==> src/rtl/fpu_div_frac_iter.sv <==
// Self-sequencing restoring fraction divider for the FPU divide pipe.
//
// A start request accepted in idle latches normalised dividend and divisor
// fractions and runs one restoring-division step per clock. The result is
// registered and flagged by a single-cycle done pulse.
//
// Ports:
//   rclk      clock, all state updates on the rising edge
//   reset     synchronous, active-high reset
//   start     request, sampled only while idle
//   dblop     1 = double mode (Q_W steps), 0 = single mode (SNG_W+2 steps)
//   kill      abort an in-flight divide; overrides start while idle
//   frac_in1  dividend fraction, normalised (MSB = 1)
//   frac_in2  divisor fraction, normalised (MSB = 1)
//   busy      high while iterating
//   done      one-cycle pulse when quo/sticky are valid
//   quo       quotient, quo[Q_W-1] has weight 1.0
//   sticky    final partial remainder is non-zero
//   div_zero  divisor was zero when the request was accepted
module fpu_div_frac_iter #(
    parameter int unsigned FRAC_W = 53,
    parameter int unsigned SNG_W  = 24,
    parameter int unsigned Q_W    = FRAC_W + 2,
    parameter int unsigned CNT_W  = 6
) (
    input  logic              rclk,
    input  logic              reset,
    input  logic              start,
    input  logic              dblop,
    input  logic              kill,
    input  logic [FRAC_W-1:0] frac_in1,
    input  logic [FRAC_W-1:0] frac_in2,
    output logic              busy,
    output logic              done,
    output logic [Q_W-1:0]    quo,
    output logic              sticky,
    output logic              div_zero
);

    localparam int unsigned REM_W = FRAC_W + 2;
    localparam int unsigned PAD_W = FRAC_W - SNG_W;
    localparam logic [CNT_W-1:0] CNT_DBL = CNT_W'(Q_W - 1);
    localparam logic [CNT_W-1:0] CNT_SNG = CNT_W'(SNG_W + 1);
    // Keeps the SNG_W most significant fraction bits in single mode.
    localparam logic [FRAC_W-1:0] SNG_MASK = ~({FRAC_W{1'b1}} >> SNG_W);

    typedef enum logic [1:0] {StIdle, StIter, StDone} state_e;

    state_e            state_q, state_d;
    logic              dbl_q, dbl_d;
    logic              dvd_nz_q, dvd_nz_d;
    logic [FRAC_W-1:0] dsr_q, dsr_d;
    logic [REM_W-1:0]  rem_q, rem_d;
    logic [Q_W-1:0]    q_q, q_d;
    logic [CNT_W-1:0]  cnt_q, cnt_d;
    logic [Q_W-1:0]    quo_q, quo_d;
    logic              sticky_q, sticky_d;
    logic              div_zero_q, div_zero_d;
    logic              done_q, done_d;

    logic [FRAC_W-1:0] dvd_in, dsr_in;
    logic [REM_W:0]    diff_ext;
    logic              diff_ge;

    assign dvd_in = dblop ? frac_in1 : (frac_in1 & SNG_MASK);
    assign dsr_in = dblop ? frac_in2 : (frac_in2 & SNG_MASK);

    // One extra bit makes the compare unsigned, so a zero divisor always
    // yields a quotient bit of 1 even once the remainder's MSB is set.
    assign diff_ext = {1'b0, rem_q} - {3'b000, dsr_q};
    assign diff_ge  = ~diff_ext[REM_W];

    always_comb begin
        state_d    = state_q;
        dbl_d      = dbl_q;
        dvd_nz_d   = dvd_nz_q;
        dsr_d      = dsr_q;
        rem_d      = rem_q;
        q_d        = q_q;
        cnt_d      = cnt_q;
        quo_d      = quo_q;
        sticky_d   = sticky_q;
        div_zero_d = div_zero_q;
        done_d     = 1'b0;

        unique case (state_q)
            StIdle: begin
                if (start && !kill) begin
                    dbl_d      = dblop;
                    dsr_d      = dsr_in;
                    dvd_nz_d   = |dvd_in;
                    rem_d      = {2'b00, dvd_in};
                    q_d        = '0;
                    cnt_d      = dblop ? CNT_DBL : CNT_SNG;
                    div_zero_d = (dsr_in == '0);
                    state_d    = StIter;
                end
            end
            StIter: begin
                if (kill) begin
                    state_d = StIdle;
                end else begin
                    rem_d = diff_ge ? (diff_ext[REM_W-1:0] << 1) : (rem_q << 1);
                    q_d   = {q_q[Q_W-2:0], diff_ge};
                    if (cnt_q == '0) begin
                        state_d = StDone;
                    end else begin
                        cnt_d = cnt_q - 1'b1;
                    end
                end
            end
            StDone: begin
                state_d = StIdle;
                if (!kill) begin
                    done_d   = 1'b1;
                    quo_d    = dbl_q ? q_q : {q_q[SNG_W+1:0], {PAD_W{1'b0}}};
                    // With a zero divisor the dividend is shifted out of the
                    // remainder, so report whether there was anything to divide.
                    sticky_d = div_zero_q ? dvd_nz_q : |rem_q;
                end
            end
            default: state_d = StIdle;
        endcase
    end

    always_ff @(posedge rclk) begin
        if (reset) begin
            state_q    <= StIdle;
            dbl_q      <= 1'b0;
            dvd_nz_q   <= 1'b0;
            dsr_q      <= '0;
            rem_q      <= '0;
            q_q        <= '0;
            cnt_q      <= '0;
            quo_q      <= '0;
            sticky_q   <= 1'b0;
            div_zero_q <= 1'b0;
            done_q     <= 1'b0;
        end else begin
            state_q    <= state_d;
            dbl_q      <= dbl_d;
            dvd_nz_q   <= dvd_nz_d;
            dsr_q      <= dsr_d;
            rem_q      <= rem_d;
            q_q        <= q_d;
            cnt_q      <= cnt_d;
            quo_q      <= quo_d;
            sticky_q   <= sticky_d;
            div_zero_q <= div_zero_d;
            done_q     <= done_d;
        end
    end

    assign busy     = (state_q == StIter);
    assign done     = done_q;
    assign quo      = quo_q;
    assign sticky   = sticky_q;
    assign div_zero = div_zero_q;

endmodule
==> config.mk <==
export PLATFORM = sky130hd
export DESIGN_NAME = fpu_div_frac_iter
export DESIGN_NICKNAME = d
export VERILOG_FILES = /design/src/rtl/fpu_div_frac_iter.sv
export SDC_FILE = /design/constraint.sdc
export NUM_CORES = 1
export LEC_CHECK = 0
export BUFFER_PORTS_ARGS = -buffer_cell sky130_fd_sc_hd__buf_4
export CORE_ASPECT_RATIO = 0.5
export CORE_UTILIZATION = 50
export CTS_CLUSTER_DIAMETER = 40
export DETAILED_ROUTE_END_ITERATION = 16
export PLACE_DENSITY = 0.68
export SLEW_MARGIN = 10
export SYNTH_ARGS = -nofsm -noshare
export SYNTH_HDL_FRONTEND = slang
export SYNTH_SLANG_ARGS = --single-unit
==> constraint.sdc <==
create_clock -name rclk -period 7.9 [get_ports rclk]
set_input_delay 1.975 -clock rclk [delete_from_list [all_inputs] [get_ports rclk]]
set_output_delay 1.975 -clock rclk [all_outputs]
set_load 0.005 [all_outputs]
==> Flow_metrics.wiki, run 1 <==
{| class="wikitable"
! Metric !! Value
|-
| Slowest-stage cell, CP || a21o_2
|-
| Number of flops mapped to enable cells by yosys || 0
|-
| Compound-cell area share of the yosys netlist || between 20 and 30%
|-
| Quantity of I/O buffers inserted on ports || ~170
|-
| Total via count after detailed routing || 12578
|-
| Share of the synthesized area in the top cell type || 36.02%
|-
| Static power due to leakage || about 6 nW
|-
| Commonest cells after routing, fill and taps aside || dfxtp_1, buf_4, nor2_1, nand2_1, a21oi_1
|-
| Top cells by area in the synthesized netlist || dfxtp_1, a21oi_1, ha_1
|-
| Min cycle time layout || 4529 ps
|-
| Number of buffers inserted by post-CTS setup repair || 0
|-
| Gate count after technology mapping || between 1500 and 2000
|-
| Boundary pin count || 170
|-
| Fmax achieved || 0.2208 GHz
|-
| Post-CTS sizing || 0
|-
| # hold bufs at CTS || 0
|-
| Global route total overflow || 0
|-
| Launching point of the worst reg2reg path || dsr_q[22]
|-
| TritonCTS clock tree || built
|-
| Area of the die || 0.02636 sq mm
|-
| Clk_lat worst skew || approximately 570 ps
|-
| Worst ir drop on vdd || roughly 0.18 mV
|-
| Total wire length || 40.79 mm
|-
| HPWL after detailed placement || between 20 and 30 mm
|-
| Maximum single-stage delay on the critical path || slightly below 700 ps
|-
| Sequential-to-total area share from yosys stat || ~36%
|-
| Area of the core || 0.02519 sq mm
|-
| Length of the first detailed-routing pass in iterations || 5
|-
| Synth Area in XOR/XNOR || 3.206%
|-
| Setup slack of the worst register-to-register path || roughly 3400 ps
|-
| Netlist Area Pre-Place || 0.01284 sq mm
|-
| Library cell occupying the most area in the post-synthesis netlist || dfxtp_1
|-
| Via density || 6.142
|-
| Status || finished, final reports clean
|-
| Max Fanout on Critical Path || 36
|-
| Kind of cell adding the most delay to the critical path || compound AO/OA/AOI/OAI gates
|-
| Power density relative to cell area || approximately 250 mW/mm^2
|-
| Number of diodes added for antenna fixing || 0
|-
| Iter 0 DRT Violations || 1276
|-
| Net count after synthesis || 1749
|-
| Layout cell share with drive strength beyond 1 || approximately 17%
|-
| Number of antenna violations at the first check in global routing || 0
|-
| Required arrival time at the worst endpoint || 8310 ps
|-
| Worst Hold Endpoint || dsr_q[25]
|-
| Wire length of the first global-routing pass || between 60 and 70 mm
|-
| Max_slew headroom || between 10% and 20%
|-
| Flip-flop cell with the highest count after synthesis || dfxtp_1
|-
| Number of core rows || approximately 40
|-
| Most common library cell in the layout ignoring fill and taps || dfxtp_1
|-
| Max-cap violation count || 0
|-
| Pin count of the biggest net entering global routing || 104
|-
| Cells along the critical path || inv_1 -> ha_1 -> nand4_1 -> nor2_1 -> nand4_1 -> a31oi_1 -> o21ai_0 -> a21boi_1 -> a21o_2 -> buf_4 -> mux2_2 -> a221oi_1 -> nor3_1
|-
| Capture instance of the worst register-to-register path || rem_q[28]
|-
| Area grow syn2layout || 18.92%
|-
| Origin of the worst min-delay path || dsr_q[25]
|-
| Proportion of synthesized area in mux cells || ~5.1%
|-
| Effective utilization at floorplan || about half
|-
| Worst Max-Slew Pin Slew || approximately 1300 ps
|-
| Yosys synthesis warning count || 0
|-
| Overall die height || 115.3 um
|-
| Clock transition at path regs || roughly 70 ps
|-
| Final-report max-slew violation count || 0
|-
| Final worst path period share || 57.33%
|-
| Main combinational cell family by area after synthesis || compound AO/OA/AOI/OAI gates
|-
| Type of the setup path with the least slack || reg2reg
|-
| Die X || ~230 um
|-
| Number of distinct library cells after synthesis || around 70
|-
| Wirelength per Cell || approximately 20 um
|-
| CTS sink count || about 230
|-
| CTS H-tree lvls || 1
|-
| Post-Synth Simple-Gate Area || a little under a fifth
|-
| Worst Clk Skew || just over 20 ps
|-
| Hold depth || 2
|-
| Async set or reset register ratio after synthesis || 0%
|-
| HP Class || reg2reg
|-
| Longest Clk Path Bufs || 3
|-
| Combined global-route utilization of all metal layers || a little under a third
|-
| CP Launch Type || flop
|-
| Unrepaired setup endpoints after global routing || false
|-
| Adder and majority gate portion of the synthesized area || 5.515%
|-
| Post-detailed-route DRC marker count || 0
|-
| CP arrival || between 4000 and 5000 ps
|-
| Setup violations, final || 0
|-
| Clk root buf || clkbuf_16
|-
| Number of failing hold endpoints at the final stage || 0
|-
| R2R cell count || 13
|-
| Total CTS buffers || 28
|-
| Worst hold-check slack || 452.4 ps
|-
| Number of flip-flops and latches in the synthesized netlist || 231
|-
| Global placement routability congestion || 0.9582
|-
| Worst setup EP type || flop
|-
| Sum Neg Setup Slack || 0 ps
|-
| Cell occurring most often along the worst timing path || nand4_1
|-
| Via count of the first global-routing pass || roughly 12000
|-
| Buffers plus inverters on the worst setup path || 2
|-
| Final net count || 1849
|-
| Mean area per synthesized cell || slightly above 8 sq um
|-
| Count of nets left with antenna violations after detail routing || 0
|}
-- flip-flops by register name, indices dropped and copies added, names as in the netlist, 2 cells and up --
register / flops
dsr_q: 53
rem_q: 55
q_q: 55
quo: 55
state_q: 2
cnt_q: 6
-- worst max-delay path by stage --
stage                     slack (ps)   endpoint  depth (start not counted)       from
final                           3370  rem_q[28]                         13  dsr_q[22]
after global routing            3050  rem_q[28]                         13  dsr_q[32]
after CTS                       3490  rem_q[28]                         13  dsr_q[22]
after detailed placement        3420   rem_q[9]                          7       kill
after global placement          3440   rem_q[9]                          7       kill
after floorplan                 4250    q_q[41]                          6       kill
-- final cells by class --
type,count,area [sq um]
fillers,2293,9918
multi-input cells,1160,7481
flip-flops and latches,231,4624
repair buffers,184,1385
clock buffers,31,742.0
well taps,344,430.4
clock inverters,21,317.8
inverters,77,289.0
-- report_power, final --
part / leakage [nW] / internal [mW] / switching (mW)
combinational: 3.69 / 0.452 / 0.643
sequential: 1.88 / 1.20 / 0.0453
clock: 0.515 / 0.865 / 0.589
-- worst min-delay path: stages, from the launching register on --
cell     delay (ps)
dfxtp_1         310
nand2_1          50
a21oi_1          50
-- metal layers --
metal  vias up  wire [um]  track usage [%]
met5         -          0                0
met4         0       1042            8.456
met3        82       2729            5.035
met2       470      18120            48.57
met1      6055      18890            41.70
li1       5971          -                -
-- metrics by stage --
stage / area [sq um] / instances / util (%) / power, mW / worst slack, ps
6_report: 15270 / 2048 / 60.62 / 3.799 / 3371
5_1_grt: 15270 / 2048 / 60.62 / 3.967 / 3053
4_1_cts: 15270 / 2048 / 60.62 / 3.794 / 3492
3_5_place_dp: 14210 / 1996 / 56.42 / 2.345 / 3415
3_3_place_gp: 14210 / 1996 / 56.42 / 2.336 / 3436
2_1_floorplan: 12840 / 1582 / - / 2.075 / 4253
-- logic make-up after synthesis --
| family | count (synthesis) |
|---|---|
| adders and majority gates | 56 |
| xor gates and xnor gates | 47 |
| buffers and inverters | 191 |
| and+or+nand+nor | 538 |
| DFF | 231 |
| AOI/OAI and AO/OA | 464 |
| muxes | 55 |
-- synth_stat cells, types with 14 or more instances --
library cell  count
xor2_1           18
xnor2_1          29
a221oi_2         20
a221oi_1         14
dfxtp_1         231
nor3_1           39
inv_1            76
a22oi_1          55
a21oi_1         146
a21o_1           28
a22o_1           29
clkbuf_1         91
mux2i_1          31
nand2_1         155
mux2_4           20
nand3_1          52
nor2_1          170
o21ai_0          50
nor4_1           44
nand4_1          25
a211oi_1         43
ha_1             55
Note: power is estimated with default switching activity, not from simulation.
==> inputs of run 2 (changes only) <==
ABC_AREA = 1   (was not set)
PLACE_DENSITY = 0.7   (was 0.68)
clock period = 4 ns   (was 7.9 ns; I/O delays follow)
==> Flow_metrics.wiki, run 2 <==
{| class="wikitable"
! Metric !! Value
|-
| Worst Max-Slew Pin Slew || 932.6 ps (-344.8 ps)
|-
| Wirelength per Cell || 17.24 um (-13%)
|-
| Clock transition at path regs || 70 ps (about the same)
|-
| Required arrival time at the worst endpoint || 4500 ps (-3810 ps)
|-
| Final worst path period share || 74.66% (+17 points)
|-
| Top layer reached by signal wires || met4
|-
| Buffers plus inverters on the worst setup path || 1 (-1)
|-
| CTS sink count || 231 (unchanged)
|-
| Met3 wire len || 6.810 mm (+150%)
|-
| Global route total overflow || 0 (unchanged)
|-
| Area grow syn2layout || 16.08%
|-
| Area of the core || 0.02923 sq mm (+16%)
|-
| Post-CTS sizing || 0 (unchanged)
|-
| Unrepaired setup endpoints after global routing || false
|-
| CP Launch Type || flop
|-
| Static power due to leakage || 8.559 nW (+41%)
|-
| Commonest cells after routing, fill and taps aside || nand2_1, inv_1, a21oi_1, dfxtp_1, nand3_1
|-
| Launching point of the worst reg2reg path || dsr_q[9]
|-
| Cell occurring most often along the worst timing path || nand2_1
|-
| Via count of the first global-routing pass || 14501 (+26%)
|-
| Boundary pin count || 170 (unchanged)
|-
| TritonCTS clock tree || built
|-
| Status || finished, final reports clean
|-
| Most frequent cell after synthesis || nand2_1
|-
| Number of flip-flops and latches in the synthesized netlist || 231 (unchanged)
|-
| Fmax achieved || 0.3348 GHz (+52%)
|-
| Internal power contribution || 4.816 mW (+91%)
|-
| Quantity of I/O buffers inserted on ports || 169 (unchanged)
|-
| Worst ir drop on vdd || 0.2735 mV (+55%)
|-
| Via density || 5.435 (-12%)
|-
| Portion of total power attributed to sequential cells || 31.2% (-1.7 points)
|-
| Number of buffers inserted by post-CTS setup repair || 0 (unchanged)
|-
| Met2 WL || 19.42 mm (+7.2%)
|-
| Mean area per synthesized cell || 6.152 sq um (-24%)
|-
| Overall die height || 124.3 um (+7.8%)
|-
| Slowest-stage cell, CP || nor2_1
|-
| CP arrival || 3490 ps (-1450 ps)
|-
| Worst setup EP type || flop
|-
| Gate count after technology mapping || 2433 (+54%)
|-
| Power density relative to cell area || 457.7 mW/mm^2 (+84%)
|-
| Number of flops mapped to enable cells by yosys || 0 (unchanged)
|-
| Layout cell share with drive strength beyond 1 || 10.51% (-6.7 points)
|-
| Worst Clk Skew || 21.64 ps (+0.9653 ps)
|-
| Design Area, Final || 0.01737 sq mm (+14%)
|-
| Kind of cell adding the most delay to the critical path || simple AND/OR/NAND/NOR gates
|-
| Top cells by area in the synthesized netlist || dfxtp_1, nand2_1, inv_1
|-
| CTS H-tree lvls || 1 (unchanged)
|-
| Length of the first detailed-routing pass in iterations || 6 (+1)
|-
| Launch point of the critical path || dsr_q[9]
|-
| Origin of the worst min-delay path || cnt_q[0]
|-
| Sequential-to-total area share from yosys stat || 30.90% (-5.1 points)
|-
| Min cycle time layout || 2987 ps (-1542 ps)
|-
| HP Class || reg2reg
|-
| Total CTS buffers || 27 (-3.6%)
|-
| Clk root buf || clkbuf_16
|-
| Number of core rows || 44 (+7.3%)
|-
| Switching share of total power || 39.43% (+5.8 points)
|-
| Final-report max-slew violation count || 0 (unchanged)
|-
| Share of the synthesized area in the top cell type || 30.90% (-5.1 points)
|-
| Setup violations, final || 0 (unchanged)
|-
| Maximum single-stage delay on the critical path || 480 ps (-200 ps)
|-
| Total wire length || 50.90 mm (+25%)
|-
| Metal1 wirelength || 23.36 mm (+24%)
|-
| Netlist Area Pre-Place || 0.01497 sq mm (+17%)
|-
| Most common library cell in the layout ignoring fill and taps || nand2_1
|-
| Iter 0 DRT Violations || 1556 (+22%)
|-
| Number of distinct library cells after synthesis || 40 (-42%)
|-
| # hold bufs at CTS || 0 (unchanged)
|-
| Async set or reset register ratio after synthesis || 0% (unchanged)
|-
| Place WS || 1095 ps (-2320 ps)
|-
| Number of failing hold endpoints at the final stage || 0 (unchanged)
|-
| Combinational group share of total power || 35.4% (+6.6 points)
|-
| Total via count after detailed routing || 16049 (+28%)
|-
| Placed cell area || 0.01641 sq mm (+15%)
|-
| Yosys synthesis warning count || 0 (unchanged)
|-
| Sum Neg Setup Slack || 0 ps (unchanged)
|-
| Post-detailed-route DRC marker count || 0 (unchanged)
|-
| Final net count || 2707 (+46%)
|-
| Worst-case setup margin in the final layout || 1013 ps (-2358 ps)
|-
| Wire length of the first global-routing pass || 79.09 mm (+25%)
|-
| Flip-flop cell with the highest count after synthesis || dfxtp_1
|-
| Count of nets left with antenna violations after detail routing || 0 (unchanged)
|-
| Cells along the critical path || inv_1 -> ha_1 -> nand2_1 -> nor2_1 -> nand3_1 -> nand3_1 -> nand2_1 -> nand2_1 -> nand2_1 -> nand3_1 -> nand2_1 -> nand3_1 -> nand2_1 -> a21oi_2
|-
| Die X || 246.7 um (+7.9%)
|-
| Effective utilization at floorplan || 51.20% (+0.22 points)
|-
| Clk_lat worst skew || 580 ps (about the same)
|-
| Library cell occupying the most area in the post-synthesis netlist || dfxtp_1
|-
| Combined global-route utilization of all metal layers || 32.94% (+2.8 points)
|-
| Leading post-synthesis cells by instance count || nand2_1, inv_1, a21oi_1
|-
| Longest Clk Path Bufs || 3 (unchanged)
|-
| HPWL after detailed placement || 37.96 mm (+34%)
|-
| Max_slew headroom || 37.25% (+22 points)
|-
| Area of the die || 0.03067 sq mm (+16%)
|-
| Pin count of the biggest net entering global routing || 102 (-1.9%)
|-
| Max-cap violation count || 0 (unchanged)
|-
| Net count after synthesis || 2600 (+49%)
|-
| Net Sw Power || 3.135 mW (+150%)
|-
| Global placement routability congestion || 1.058 (+10%)
|-
| Max Fanout on Critical Path || 4 (-89%)
|-
| Number of antenna violations at the first check in global routing || 3 (+3)
|-
| Clock network fraction of total power || 33.5% (-4.8 points)
|-
| Type of the setup path with the least slack || reg2reg
|}
run 2: cell families after synthesis:
logic type,after synthesis,synth area share (%)
buffers and inverters,505,13.24
xor gates and xnor gates,23,1.346
DFF,231,30.90
adders and majority gates,56,4.732
muxes,26,1.739
and+or+nand+nor,1170,33.31
AOI/OAI and AO/OA,422,14.74
run 2: power by group through the flow:
stage | sequential (mW) | clock, mW | combinational, mW
detailed placement | 2.52 | 0 | 2.71
global placement | 2.52 | 0 | 2.70
finish | 2.48 | 2.66 | 2.81
CTS | 2.47 | 2.69 | 2.72
global route | 2.49 | 2.80 | 3.11
floorplan | 2.49 | 0 | 1.96
run 2: cell type report:
cell class,count,area [sq um]
multi-input combinational,1697,8391
antenna,2,5.005
clock buffer,31,730.7
inverter,399,1500
clock inverter,18,226.5
fill,2949,11860
sequential,231,4626
tap,391,489.2
timing repair buffer,184,1406
run 2: worst paths after layout:
path	endpoint	slack (ps)	depth (start not counted)
max	rem_q[51]	1010	14
min reg2reg	cnt_q[0]	470	2
min	cnt_q[0]	470	2
max reg2reg	rem_q[51]	1010	14
run 2: metrics by stage:
stage | util, % | hold WS [ps] | std cells | power, mW
after floorplan | - | 435.3 | 2433 | 4.452
after global placement | 56.14 | 446.8 | 2902 | 5.221
after detailed placement | 56.14 | 461.8 | 2902 | 5.231
after CTS | 59.42 | 471.0 | 2951 | 7.889
after global routing | 59.43 | 490.6 | 2953 | 8.397
final | 59.43 | 469.1 | 2953 | 7.952
run 2: metal layers:
layer	GRT usage [%]	up-vias
met5	0	-
met3	14.20	79
met1	47.34	7351
met4	9.005	0
met2	43.84	623
li1	-	7996
run 2: tightest hold or removal path: stages (launching register included):
cell	delay [ps]
dfxtp_1	310
nand2_1	60
a21oi_1	60
==> inputs of run 3 (changes only) <==
ABC_AREA = 0   (was 1)
clock period = 2.4 ns   (was 4 ns; I/O delays follow)
==> Flow_metrics.wiki, run 3 (synthesis gave the netlist of run 1 again) <==
{| class="wikitable"
! Metric !! Value
|-
| Status || finished with violations
|-
| Failing checks || negative setup slack
|-
| Count of nets left with antenna violations after detail routing || 0 (unchanged)
|-
| Commonest cells after routing, fill and taps aside || buf_4, dfxtp_1, nor2_1, nand2_1, a21oi_1
|-
| R2R cell count || 15 (+1)
|-
| CTS sink count || 231 (unchanged)
|-
| Area of the core || 0.02519 sq mm (-14%)
|-
| Via density || 5.859 (+7.8%)
|-
| Total CTS buffers || 29 (+7.4%)
|-
| Pin count of the biggest net entering global routing || 74 (-27%)
|-
| Overall die height || 115.3 um (-7.3%)
|-
| Global route total overflow || 0 (unchanged)
|-
| CP arrival || 3630 ps (+140 ps)
|-
| Worst setup EP type || flop
|-
| Boundary pin count || 170 (unchanged)
|-
| Wire length of the first global-routing pass || 70.82 mm (-10%)
|-
| Length of the first detailed-routing pass in iterations || 5 (-1)
|-
| Max Fanout on Critical Path || 10 (+6)
|-
| # hold bufs at CTS || 0 (unchanged)
|-
| Launch point of the critical path || dsr_q[44]
|-
| Setup violations, final || 55 (+55)
|-
| HPWL after detailed placement || 32.43 mm (-15%)
|-
| CP Launch Type || flop
|-
| TritonCTS clock tree || built
|-
| Quantity of I/O buffers inserted on ports || 169 (unchanged)
|-
| Setup slack of the worst register-to-register path || -770 ps (-1780 ps)
|-
| Fmax achieved || 0.3154 GHz (-5.8%)
|-
| Final-report max-slew violation count || 0 (unchanged)
|-
| Static power due to leakage || 7.740 nW (-9.6%)
|-
| Iter 0 DRT Violations || 1090 (-30%)
|-
| Clock transition at path regs || 70 ps (about the same)
|-
| Total wire length || 45.61 mm (-10%)
|-
| Finished Layout Cells || 2351 (-20%)
|-
| Sum Neg Setup Slack || -37500 ps (-37500 ps)
|-
| Clk_lat worst skew || 570 ps (about the same)
|-
| Worst Clk Skew || 27.52 ps (+5.887 ps)
|-
| Wirelength per Cell || 19.40 um (+13%)
|-
| Clk root buf || clkbuf_16
|-
| Number of failing hold endpoints at the final stage || 0 (unchanged)
|-
| Required arrival time at the worst endpoint || 2860 ps (-1640 ps)
|-
| Number of diodes added for antenna fixing || 0 (-2)
|-
| Global placement routability congestion || 0.9296 (-12%)
|-
| Area of the die || 0.02636 sq mm (-14%)
|-
| Max_slew headroom || 50.27% (+13 points)
|-
| Worst Max-Slew Pin Slew || 744.2 ps (-188.4 ps)
|-
| Post-detailed-route DRC marker count || 0 (unchanged)
|-
| Power density relative to cell area || 774.0 mW/mm^2 (+69%)
|-
| Effective utilization at floorplan || 50.98% (-0.22 points)
|-
| Longest Clk Path Bufs || 3 (unchanged)
|-
| CTS H-tree lvls || 1 (unchanged)
|-
| Final net count || 2152 (-21%)
|-
| Origin of the worst min-delay path || frac_in2[40]
|-
| Number of cells in the design after placement || 2265 (-22%)
|-
| Area grow syn2layout || 44.24%
|-
| Worst-case setup margin in the final layout || -770.3 ps (-1784 ps)
|-
| Capture instance of the worst register-to-register path || rem_q[31]
|-
| Launching point of the worst reg2reg path || dsr_q[44]
|-
| HP Class || in2reg
|-
| Post-layout util || 73.53% (+14 points)
|-
| Type of the setup path with the least slack || reg2reg
|-
| Combined global-route utilization of all metal layers || 33.46% (+0.52 points)
|-
| Endpoint of the worst setup timing path || rem_q[31]
|-
| Via count of the first global-routing pass || 13344 (-8.0%)
|-
| Total via count after detailed routing || 13775 (-14%)
|-
| Number of antenna violations at the first check in global routing || 0 (-3)
|-
| Die X || 228.6 um (-7.3%)
|-
| Unrepaired setup endpoints after global routing || true
|-
| Min cycle time layout || 3170 ps (+183.7 ps)
|-
| Layout cell share with drive strength beyond 1 || 35.53% (+25 points)
|-
| Max-cap violation count || 0 (unchanged)
|-
| Final worst path period share || 132.1% (+57 points)
|-
| Most common library cell in the layout ignoring fill and taps || buf_4
|-
| Worst ir drop on vdd || 0.6006 mV (+120%)
|-
| Number of core rows || 41 (-6.8%)
|}
[run 3: cell types whose count changed in the layout (fill, tap and decap cells not counted), sizes merged, moves of 55 or more]
cell	previous run	this run
nand2	730	155
inv	405	81
a21oi	273	146
a22oi	0	55
nand3	220	52
buf	184	485
o21ai	132	54
[run 3: worst min path at each step]
stage	end	slack, ps	cells past startpoint
after floorplan	q_q[54]	430	2
after detailed placement	dsr_q[2]	440	2
after global placement	dsr_q[12]	440	2
after CTS	dsr_q[32]	260	3
final	dsr_q[40]	280	3
after global routing	dsr_q[51]	280	3
[run 3: final cells by class]
| class | count | area (sq um) |
|---|---|---|
| flip-flops and latches | 231 | 4643 |
| clock buffers | 35 | 798.3 |
| repair buffers | 486 | 3865 |
| well taps | 344 | 430.4 |
| inverters | 77 | 289.0 |
| multi-input cells | 1160 | 8272 |
| fillers | 1929 | 6668 |
| clock inverters | 18 | 222.7 |
[run 3: power breakdown]
part	total (mW)	switching, mW	internal, mW	leakage [nW]
Combinational	5.67	2.81	2.85	5.36
Sequential	4.08	0.106	3.97	1.88
Clock	4.59	1.86	2.73	0.497
Total	14.3	4.78	9.56	7.74
[run 3: critical path, cell delays in order (launching register included)]
cell and delay [ps]:
dfxtp_2 330, inv_2 40, ha_4 240, a21o_1 170, a21o_1 180, a221o_1 350
nand2b_1 110, a31oi_1 90, or4_4 440, a21o_4 270, buf_4 160, buf_12 140
buf_12 140, nand2_1 50, o21ai_1 80, a221oi_2 270
[run 3: timing repair]
action / CTS / global route
setup buffers: 26 / 7
cloned: 1 / 1
resized for setup: 87 / 45
pin swaps: 37 / 28
setup endpoints to repair: 55 / 55
[run 3: metrics by stage]
step                      power [mW]  instance area (sq um)  hold slack [ps]  setup WS (ps)
final                          14.33                  18520            283.4         -770.3
after CTS                      14.03                  18250            262.1         -721.4
after global routing           14.95                  18520            277.7         -877.5
after floorplan                6.965                  13060            431.6         -534.8
after global placement         8.792                  16540            439.3         -843.0
after detailed placement       8.868                  16540            444.9         -962.3
[run 3: routing by layer]
metal  track usage, %  wire length, um  share of wire, %
met4            10.87             1270               2.8
met5                0                0                 0
met3            5.605             2441               5.4
met1            43.79            20630                45
met2            56.66            21270                47
